`config.mk`:
```
export PLATFORM = sky130hd
export DESIGN_NAME = mlp_train_sequencer
export DESIGN_NICKNAME = d
export VERILOG_FILES = /design/src/rtl/mlp_train_sequencer_pkg.sv /design/src/rtl/mlp_train_sequencer_bit_sync.sv /design/src/rtl/mlp_train_sequencer.sv
export SDC_FILE = /design/constraint.sdc
export NUM_CORES = 1
export LEC_CHECK = 0
export BUFFER_PORTS_ARGS = -buffer_cell sky130_fd_sc_hd__buf_4
export CAP_MARGIN = 20
export CORE_ASPECT_RATIO = 1.5
export CORE_UTILIZATION = 50
export DETAILED_ROUTE_END_ITERATION = 8
export PLACE_DENSITY = 0.91
export SLEW_MARGIN = 20
export SYNTH_ARGS = -nofsm -noshare
export SYNTH_HDL_FRONTEND = slang
export SYNTH_SLANG_ARGS = --single-unit
```
`constraint.sdc`:
```
create_clock -name clk -period 3.4 [get_ports clk]
set_input_delay 0 -clock clk [delete_from_list [all_inputs] [get_ports clk]]
set_output_delay 0 -clock clk [all_outputs]
set_load 0.01 [all_outputs]
```
`src/rtl/mlp_train_sequencer_pkg.sv`:
```
// Shared fixed-point types, state encoding and threshold helpers used by the
// training sequencer and the MLP core.
package Common;
  localparam int SFP_W    = 16;
  localparam int SFP_FRAC = 8;

  typedef logic signed [SFP_W-1:0] sfp;

  localparam sfp ONE  = sfp'(1 << SFP_FRAC);
  localparam sfp HALF = sfp'(1 << (SFP_FRAC - 1));

  typedef enum logic [2:0] {
    IDLE, TR_ISSUE, TR_WAIT, EPOCH_END, INF_ISSUE, INF_WAIT
  } state_t;

  // Signed compare so negative activations never read as logic 1.
  function automatic logic above_half(sfp x);
    return x > HALF;
  endfunction

  function automatic sfp bit_to_sfp(logic b);
    return b ? ONE : '0;
  endfunction
endpackage

```
`src/rtl/mlp_train_sequencer_bit_sync.sv`:
```
// Multi-flop synchroniser for asynchronous level inputs, one chain per bit.
module bit_sync #(
  parameter int WIDTH = 1,
  parameter int DEPTH = 2
) (
  input  logic             clk,
  input  logic             rst,
  input  logic [WIDTH-1:0] d,
  output logic [WIDTH-1:0] q
);
  logic [DEPTH-1:0][WIDTH-1:0] sync_pipe;

  always_ff @(posedge clk or posedge rst) begin
    if (rst) begin
      sync_pipe <= '0;
    end else begin
      sync_pipe[0] <= d;
      for (int s = 1; s < DEPTH; s++) sync_pipe[s] <= sync_pipe[s-1];
    end
  end

  assign q = sync_pipe[DEPTH-1];
endmodule

```
`src/rtl/mlp_train_sequencer.sv`:
```
// Drives an MLP core through training epochs over a fixed sample table, then
// streams synchronised pin values through it for continuous inference.
module mlp_train_sequencer import Common::*; #(
  parameter int INPUTS      = 2,
  parameter int OUTPUTS     = 1,
  parameter int SAMPLES     = 4,
  parameter int MAX_EPOCHS  = 10,
  parameter logic [SAMPLES*INPUTS-1:0]  SAMPLE_IN  = 8'b11_10_01_00,
  parameter logic [SAMPLES*OUTPUTS-1:0] SAMPLE_EXP = 4'b1000,
  parameter int EARLY_STOP  = 1,
  parameter int SYNC_STAGES = 2,
  localparam int EW = $clog2(MAX_EPOCHS + 1),
  localparam int CW = $clog2(SAMPLES + 1)
) (
  input  logic                   clk,
  input  logic                   rst,
  input  logic                   start,
  input  logic [INPUTS-1:0]      pins,
  output logic                   core_valid,
  input  logic                   core_ready,
  output sfp   [INPUTS-1:0]      core_values,
  output sfp   [OUTPUTS-1:0]     core_expected,
  output logic                   core_training,
  input  logic                   core_done,
  input  sfp   [OUTPUTS-1:0]     core_prediction,
  output logic [OUTPUTS-1:0]     pred_bits,
  output logic                   busy,
  output logic                   trained,
  output logic [EW-1:0]          epoch,
  output logic [CW-1:0]          epoch_correct
);
  localparam int IW = (SAMPLES > 1) ? $clog2(SAMPLES) : 1;

  state_t            state, state_nxt;
  logic [IW-1:0]     idx;
  logic [CW-1:0]     run_correct;
  logic              retrain_pend;
  sfp [INPUTS-1:0]   inf_vals;
  logic [INPUTS-1:0] pins_s;
  logic [INPUTS-1:0] in_row;
  logic [OUTPUTS-1:0] exp_row, hit, out_ok;
  logic [EW-1:0]     epoch_nxt;
  logic              last, stop, retrain;

  bit_sync #(.WIDTH(INPUTS), .DEPTH(SYNC_STAGES)) u_sync (
    .clk (clk),
    .rst (rst),
    .d   (pins),
    .q   (pins_s)
  );

  assign in_row  = INPUTS'(SAMPLE_IN >> (int'(idx) * INPUTS));
  assign exp_row = OUTPUTS'(SAMPLE_EXP >> (int'(idx) * OUTPUTS));

  // Per-output threshold lanes; a sample scores only if every lane agrees.
  for (genvar j = 0; j < OUTPUTS; j++) begin : g_out
    assign hit[j]    = above_half(core_prediction[j]);
    assign out_ok[j] = (hit[j] == exp_row[j]);
  end

  assign last      = (idx == IW'(SAMPLES - 1));
  assign epoch_nxt = epoch + EW'(1);
  assign stop      = (epoch_nxt == EW'(MAX_EPOCHS)) ||
                     ((EARLY_STOP != 0) && (run_correct == CW'(SAMPLES)));
  assign retrain   = retrain_pend | start;

  always_comb begin
    state_nxt     = state;
    core_valid    = 1'b0;
    core_training = 1'b0;
    busy          = 1'b0;
    core_values   = '0;
    core_expected = '0;
    unique case (state)
      IDLE:      if (start) state_nxt = TR_ISSUE;
      TR_ISSUE: begin
        core_valid = 1'b1;
        if (core_ready) state_nxt = TR_WAIT;
      end
      TR_WAIT:   if (core_done) state_nxt = last ? EPOCH_END : TR_ISSUE;
      EPOCH_END: state_nxt = stop ? INF_ISSUE : TR_ISSUE;
      INF_ISSUE: begin
        core_valid = 1'b1;
        if (core_ready) state_nxt = INF_WAIT;
      end
      INF_WAIT:  if (core_done) state_nxt = retrain ? TR_ISSUE : INF_ISSUE;
      default:   state_nxt = IDLE;
    endcase
    if (state inside {TR_ISSUE, TR_WAIT, EPOCH_END}) begin
      busy          = 1'b1;
      core_training = 1'b1;
      for (int i = 0; i < INPUTS; i++)  core_values[i]   = bit_to_sfp(in_row[i]);
      for (int j = 0; j < OUTPUTS; j++) core_expected[j] = bit_to_sfp(exp_row[j]);
    end else if (state inside {INF_ISSUE, INF_WAIT}) begin
      core_values = inf_vals;
    end
  end

  always_ff @(posedge clk or posedge rst) begin
    if (rst) begin
      state         <= IDLE;
      idx           <= '0;
      run_correct   <= '0;
      retrain_pend  <= 1'b0;
      inf_vals      <= '0;
      pred_bits     <= '0;
      trained       <= 1'b0;
      epoch         <= '0;
      epoch_correct <= '0;
    end else begin
      state <= state_nxt;
      unique case (state)
        IDLE: if (start) begin
          epoch       <= '0;
          idx         <= '0;
          run_correct <= '0;
        end
        TR_WAIT: if (core_done) begin
          if (&out_ok) run_correct <= run_correct + CW'(1);
          if (!last) idx <= idx + IW'(1);
        end
        EPOCH_END: begin
          epoch         <= epoch_nxt;
          epoch_correct <= run_correct;
          run_correct   <= '0;
          idx           <= '0;
          if (stop) trained <= 1'b1;
        end
        INF_ISSUE: if (start) retrain_pend <= 1'b1;
        INF_WAIT: begin
          if (core_done) begin
            pred_bits <= hit;
            if (retrain) begin
              retrain_pend <= 1'b0;
              epoch        <= '0;
              idx          <= '0;
              run_correct  <= '0;
            end
          end else if (start) begin
            retrain_pend <= 1'b1;
          end
        end
        default: ;
      endcase
      // Snapshot pins on entry so the offered vector holds until accepted.
      if (state_nxt == INF_ISSUE && state != INF_ISSUE)
        for (int i = 0; i < INPUTS; i++) inf_vals[i] <= bit_to_sfp(pins_s[i]);
    end
  end
endmodule

```
==> results of run 1 <==
==> cell type report <==
cell class | instances | area (um^2)
clock buffer | 4 | 55.1
sequential | 24 | 601
multi-input combinational | 150 | 942
timing repair buffer | 41 | 318
fill | 299 | 1430
tap | 42 | 52.6
inverter | 5 | 18.8
==> critical path: stages, from the launching register on <==
cell and delay [ps]:
dfrtp_1 710, nor3b_2 180, and2_1 240, a311o_1 290
a211o_1 300, mux2_1 310
==> registers in the layout (all words and copies together) (netlist names) <==
name / flops
run_correct: 3
u_sync.q: 2
trained: 1
state: 3
epoch_correct: 3
retrain_pend: 1
epoch: 4
inf_vals: 2
pred_bits: 1
u_sync.sync_pipe: 2
idx: 2
==> path summary, 6_finish.rpt <==
check / startpoint / end / depth (start not counted)
min in group asynchronous: rst / epoch_correct[0] / 3
hold / removal: core_ready / state[1] / 3
setup / recovery: state[0] / inf_vals[8] / 5
max in group asynchronous: rst / inf_vals[8] / 3
hold reg to reg: u_sync.sync_pipe[0] / u_sync.q[0] / 0
setup reg to reg: state[0] / inf_vals[8] / 5
==> timing repair <==
item,CTS,global route
endpoints found under the setup margin,0,0
endpoints found under the hold margin,27,0
hold buffers,4,0
==> metrics by stage <==
step | std cells | utilization, % | power, W
after global routing | 266 | 58.2 | 0.00121
final | 266 | 58.2 | 0.00113
after global placement | 258 | 55.4 | 0.000926
after floorplan | 233 | - | 0.000818
after CTS | 266 | 58.2 | 0.00113
after detailed placement | 258 | 55.4 | 0.000937
==> cell usage in the layout, fill, tap and decap left out, types with 4 or more instances in the layout <==
master          n
nand3_1         4
dlygate4sd3_1   4
inv_1           5
clkbuf_8        4
ha_1            5
buf_4          37
o21ai_0        10
nand2_1        12
dfrtp_1        24
conb_1         45
nor2b_1         5
a21oi_1         7
a22o_1          4
nor2_1          8
nand2b_1        4
==> power by group through the flow <==
stage | sequential, W | clock [W] | combinational (W)
floorplan | 0.000418 | 0 | 0.000401
global placement | 0.000458 | 0 | 0.000469
detailed placement | 0.000461 | 0 | 0.000476
CTS | 0.000455 | 0.000197 | 0.000482
global route | 0.000470 | 0.000209 | 0.000531
finish | 0.000458 | 0.000195 | 0.000479
==> logic make-up after synthesis <==
family                     count (synthesis)  share of synthesized area [%]
DFF                                       24                           33.6
muxes                                      4                           2.52
AOI/OAI and AO/OA                         39                           17.0
xor gates and xnor gates                   3                           1.89
adders and majority gates                  5                           3.50
and+or+nand+nor                           54                           18.4
buffers and inverters                     59                           22.8
other                                      1                          0.210
==> layer usage <==
metal  GRT usage, %  vias up
met5              0        -
met4           10.5        0
met3           3.23        7
met2           33.6       57
met1           19.6      646
li1               -      637
==> results by group, run 1 <==
Status
  • Status: finished clean

Route
  • 1st-pass router iterations: 5
  • Met2 WL: 1670 um
  • Top Metal Used: met4
  • DR WL met3: 160 um
  • Met1 Wirelength: 1250 um
  • Initial DRC Count: 20
  • Total wire length: 3170 um
  • Routed Antenna Nets: 0
  • Routed vias/inst: 5.06
  • Wire per inst: 11.9 um
  • Vias: 1347
  • DRC Markers: 0

GRT
  • Initial antenna violation count: 0
  • Total GRT Usage: 18.3%
  • Largest net degree at the start of global routing: 25
  • Vias in the first global route: 1237
  • Global-route wire length before repair: 5170 um
  • Grt ovf: 0

Place
  • GP Congestion: 0.881
  • Placement Setup Slack: 1300 ps
  • Port bufs: 37
  • DP Wirelength: 2480 um
  • Placement Cell Area: 1890 um^2

Floorplanning
  • Starting Density: 52.3%
  • I/O pin count: 83
  • Cell Rows: 26
  • DIE AREA: 3820 um^2
  • Die height: 75.2 um
  • Die Wd: 50.8 um
  • Core area: 3420 um^2

Final layout
  • Fin area: 1990 um^2
  • Number of diodes: 0
  • NumNets Final: 253
  • Area growth syn-to-layout: 11.3%
  • Fraction of layout cells with a size suffix above 1: 22.3%

Clock tree
  • Clock root cell: clkbuf_8
  • CTS-repair resized insts: 0
  • CTS tree: built
  • CTS Sinks: 24
  • Worst-path clk slew: 80 ps
  • Skew-Pair Late Insertion Delay: 270 ps
  • Clock buffer depth: 2
  • Post-CTS Setup Repair Bufs: 0
  • Htree depth: 1
  • Cts bufs inserted: 3

Logic synthesis
  • Seq/Total Area, Yosys: 33.6%
  • Post-synth EDFFs: 0
  • Post-Syn Area per Cell: 9.45 um^2
  • Syn. warnings: 0
  • Top cells by area, synth: dfrtp_1 34%, buf_4 20%, ha_1 3.5%, o21ai_0 2.8%, nand2_1 2.5%
  • Post-synth ARST share: 100%
  • Netlist cell types: 53
  • Most frequent cell after synthesis: buf_4
  • Synth Cell Area: 1790 um^2
  • Post-synth top cells: 47 x buf_4, 24 x dfrtp_1, 12 x nand2_1
  • Synth area leader: dfrtp_1
  • Post-synth top flop: dfrtp_1
  • Seq cells post-synth: 24
  • Post-synth top area share: 33.6%
  • Synth Instances: 189

STA
  • Maximum clock rate: 466 MHz
  • Final slew viol count: 0
  • Crit path setup slack, layout: 1250 ps
  • Crit share post-route: 63.2%
  • Setup TNS: 0 ps
  • Final hold violations: 0
  • Hold Slack: 18.6 ps
  • Skew final: 2.11 ps
  • RSZ-0062 raised after global routing: no
  • Worst relative slew slack: 40.3%
  • Measured slew at the worst slew-check pin: 894 ps
  • Min Tclk post-route: 2150 ps
  • Final setup vio count: 0

Power and ir drop
  • Static leakage: 0.990 nW
  • Worst vdd ir: 0.482 mV
  • Clock share of power: 17.2%
  • Sequential Power Share: 40.4%
  • Net Switching: 0.000440 W
  • Combinational share of power: 42.3%
  • Switch share: 38.9%
  • P_int: 0.000692 W
  • PwrDens: 570 nW/um^2

Worst hold path
  • Hold WC Path Type: in2reg

Critical path
  • Critical path class: reg2reg
  • Crit path arrival time: 2310 ps
  • CP Max Fanout: 18
  • Req. time, crit path: 3560 ps
  • CP Capture Type: register
  • Worst reg-to-reg setup slack: 1250 ps
  • Worst setup SP type: register

Run
  • Max-cap violation count: 0
Note: power is estimated with default switching activity, not from simulation.
==> run 2: changes to the inputs <==
--- a/config.mk
+++ b/config.mk
@@ -8,9 +8,9 @@
 export BUFFER_PORTS_ARGS = -buffer_cell sky130_fd_sc_hd__buf_4
 export CAP_MARGIN = 20
 export CORE_ASPECT_RATIO = 1.5
-export CORE_UTILIZATION = 50
+export CORE_UTILIZATION = 42
 export DETAILED_ROUTE_END_ITERATION = 8
-export PLACE_DENSITY = 0.91
+export PLACE_DENSITY = 0.82
 export SLEW_MARGIN = 20
 export SYNTH_ARGS = -nofsm -noshare
 export SYNTH_HDL_FRONTEND = slang
==> constraint.sdc (replaced) <==
create_clock -name clk -period 1.8 [get_ports clk]
set_input_delay 0 -clock clk [delete_from_list [all_inputs] [get_ports clk]]
set_output_delay 0 -clock clk [all_outputs]
set_load 0.01 [all_outputs]
==> run 2 against run 1 <==
The flow now finishes with violations (setup timing). Count of clock-buffer cells in the layout down 1. Die area up 18%. Critical path depth up 2. Worst setup slack worse by 1400 ps. First-iteration DRC count up 40%. Total power up 140%. Final cell count up 14%. Hold slack better by 25 ps. Sequential share of layout area down 4.2 points. Sequential power up 78%. Largest power group unchanged.
==> results by group, run 2 (synthesis gave the netlist of run 1 again) <==
Floorplanning
  • Core area: 3990 um^2 (+17%)
  • Die Wd: 55.2 um (+8.8%)
  • I/O pin count: 83 (unchanged)
  • Starting Density: 44.7% (-7.6 points)
  • DIE AREA: 4520 um^2 (+18%)
  • Cell Rows: 28 (+7.7%)
  • Die height: 81.9 um (+8.9%)

Route
  • DRC Markers: 0 (unchanged)
  • Vias: 1489 (+11%)
  • 1st-pass router iterations: 5 (unchanged)
  • Initial DRC Count: 28 (+40%)
  • Routed Antenna Nets: 0 (unchanged)
  • Wire per inst: 12.7 um (+6.7%)
  • Routed vias/inst: 4.91 (-3.0%)
  • Total wire length: 3850 um (+21%)

Critical path
  • CP Max Fanout: 3 (-15)
  • CP Capture Type: register
  • Req. time, crit path: 1950 ps (-1610 ps)
  • Critical path class: reg2reg
  • Worst reg-to-reg setup slack: -120 ps (-1370 ps)
  • Reg2reg end: inf_vals[24]
  • Worst setup SP type: register
  • Crit path arrival time: 2070 ps (-240 ps)
  • FF-to-FF Start: epoch[1]
  • Reg2reg path depth: 7 (+2)

STA
  • Final hold violations: 0 (unchanged)
  • RSZ-0062 raised after global routing: yes
  • Maximum clock rate: 521 MHz (+12%)
  • Final slew viol count: 0 (unchanged)
  • Min Tclk post-route: 1920 ps (-227 ps)
  • Final setup vio count: 6 (+6)
  • Skew final: 5.52 ps (+3.42 ps)
  • Crit share post-route: 107% (+44 points)
  • Setup TNS: -299 ps (-299 ps)
  • Crit path setup slack, layout: -120 ps (-1370 ps)

GRT
  • GR Util met2: 31.2% (-2.4 points)
  • Global-route wire length before repair: 5690 um (+10%)
  • Vias in the first global route: 1315 (+6.3%)
  • Met3 Use GR: 1.89% (-1.3 points)
  • Met1 Usage GRT: 17.4% (-2.2 points)
  • Initial antenna violation count: 0 (unchanged)
  • Total GRT Usage: 15.8% (-2.6 points)
  • Busiest layer in global routing: met2
  • Largest net degree at the start of global routing: 16 (-36%)
  • Grt ovf: 0 (unchanged)

Final layout
  • FF/Latch Area: 606 um^2 (+0.83%)
  • Number of diodes: 0 (unchanged)
  • Biggest register: epoch
  • Area growth syn-to-layout: 30.5%
  • Number of flip-flops under the largest register name: 4 (unchanged)
  • NumNets Final: 287 (+13%)
  • Fillcell total: 348 (+16%)
  • Commonest cells after routing, fill and taps aside: 70 x buf_4, 45 x conb_1, 20 x dfrtp_1
  • Fraction of layout cells with a size suffix above 1: 37.6% (+15 points)
  • Area of the multi-input gates: 1000 um^2 (+6.2%)
  • Most common cell after layout, fill and taps aside: buf_4

Place
  • DP Wirelength: 2890 um (+17%)
  • Placement Setup Slack: -161 ps (-1460 ps)
  • Port bufs: 37 (unchanged)
  • GP Congestion: 0.865 (-1.8%)

Worst hold path
  • WHS Endpoint: state[1]
  • Min-delay src: core_ready
  • Hold path depth: 3 (unchanged)
  • Hold WC Path Type: in2reg

Power and ir drop
  • Static leakage: 1.17 nW (+18%)
  • PwrDens: 1170 nW/um^2 (+110%)
  • Worst vdd ir: 0.835 mV (+73%)

Status
  • Status: complete, but fails checks
  • Violated checks: setup timing

Clock tree
  • Clock root cell: clkbuf_8
  • Skew-Pair Late Insertion Delay: 260 ps (about the same)
  • Cts bufs inserted: 3 (unchanged)
  • CTS tree: built
  • Worst-path clk slew: 90 ps (about the same)
  • CTS Sinks: 24 (unchanged)
  • Clock buffer depth: 2 (unchanged)
  • Htree depth: 1 (unchanged)

Run
  • Max-cap violation count: 0 (unchanged)
## run 2: where the power goes
group | total, W | internal (W) | switching, W
Clock | 0.000462 | 0.000297 | 0.000166
Combinational | 0.00145 | 0.000785 | 0.000669
Sequential | 0.000814 | 0.000679 | 0.000135
## run 2: layout make-up
type	count	share of cell area, %
sequential	24	26.0
tap	45	2.42
timing repair buffer	75	24.8
clock inverter	1	1.29
inverter	5	0.806
multi-input combinational	150	43.0
clock buffer	3	1.77
## run 2: critical path: stages, from the launching register on
cell     delay [ps]
dfrtp_2         440
inv_2            70
ha_2            180
nand3_1         100
or2_0           220
o22a_1          180
a211o_1         290
mux2_1          330
## run 2: worst max path at each step
| stage | startpoint | to | slack [ps] | cells past startpoint |
|---|---|---|---|---|
| after CTS | epoch[1] | inf_vals[8] | -80 | 7 |
| final | epoch[1] | inf_vals[24] | -120 | 7 |
| after global placement | state[1] | run_correct[2] | -80 | 6 |
| after detailed placement | state[1] | run_correct[0] | -160 | 7 |
| after floorplan | epoch[0] | inf_vals[24] | -80 | 6 |
| after global routing | state[0] | inf_vals[24] | -190 | 6 |
## run 2: through the flow
stage                     hold slack, ps  instances  utilization [%]  total power, W  instance area [um^2]
after floorplan                     14.5        233                -         0.00155                  1960
after global routing                53.5        303             58.3         0.00290                  2330
final                               43.2        303             58.3         0.00273                  2330
after CTS                           41.9        299             57.1         0.00263                  2280
after detailed placement            3.74        290             53.0         0.00208                  2120
after global placement            -0.727        290             53.0         0.00204                  2120
## run 2: layer usage
layer | wire, um | part of all wire [%] | vias to the layer above
met5 | 0 | 0 | -
met4 | 44 | 1.1 | 0
met3 | 175 | 4.6 | 6
met2 | 2160 | 56 | 64
met1 | 1470 | 38 | 717
li1 | - | - | 702
## run 2: what timing repair did
item | CTS | global route
hold buffers | 4 | 0
gates cloned | 0 | 0
pin swaps | 5 | 3
endpoints found under the setup margin | 6 | 5
endpoints found under the hold margin | 12 | 0
buffers inserted | 1 | 4
resized for setup | 10 | 4
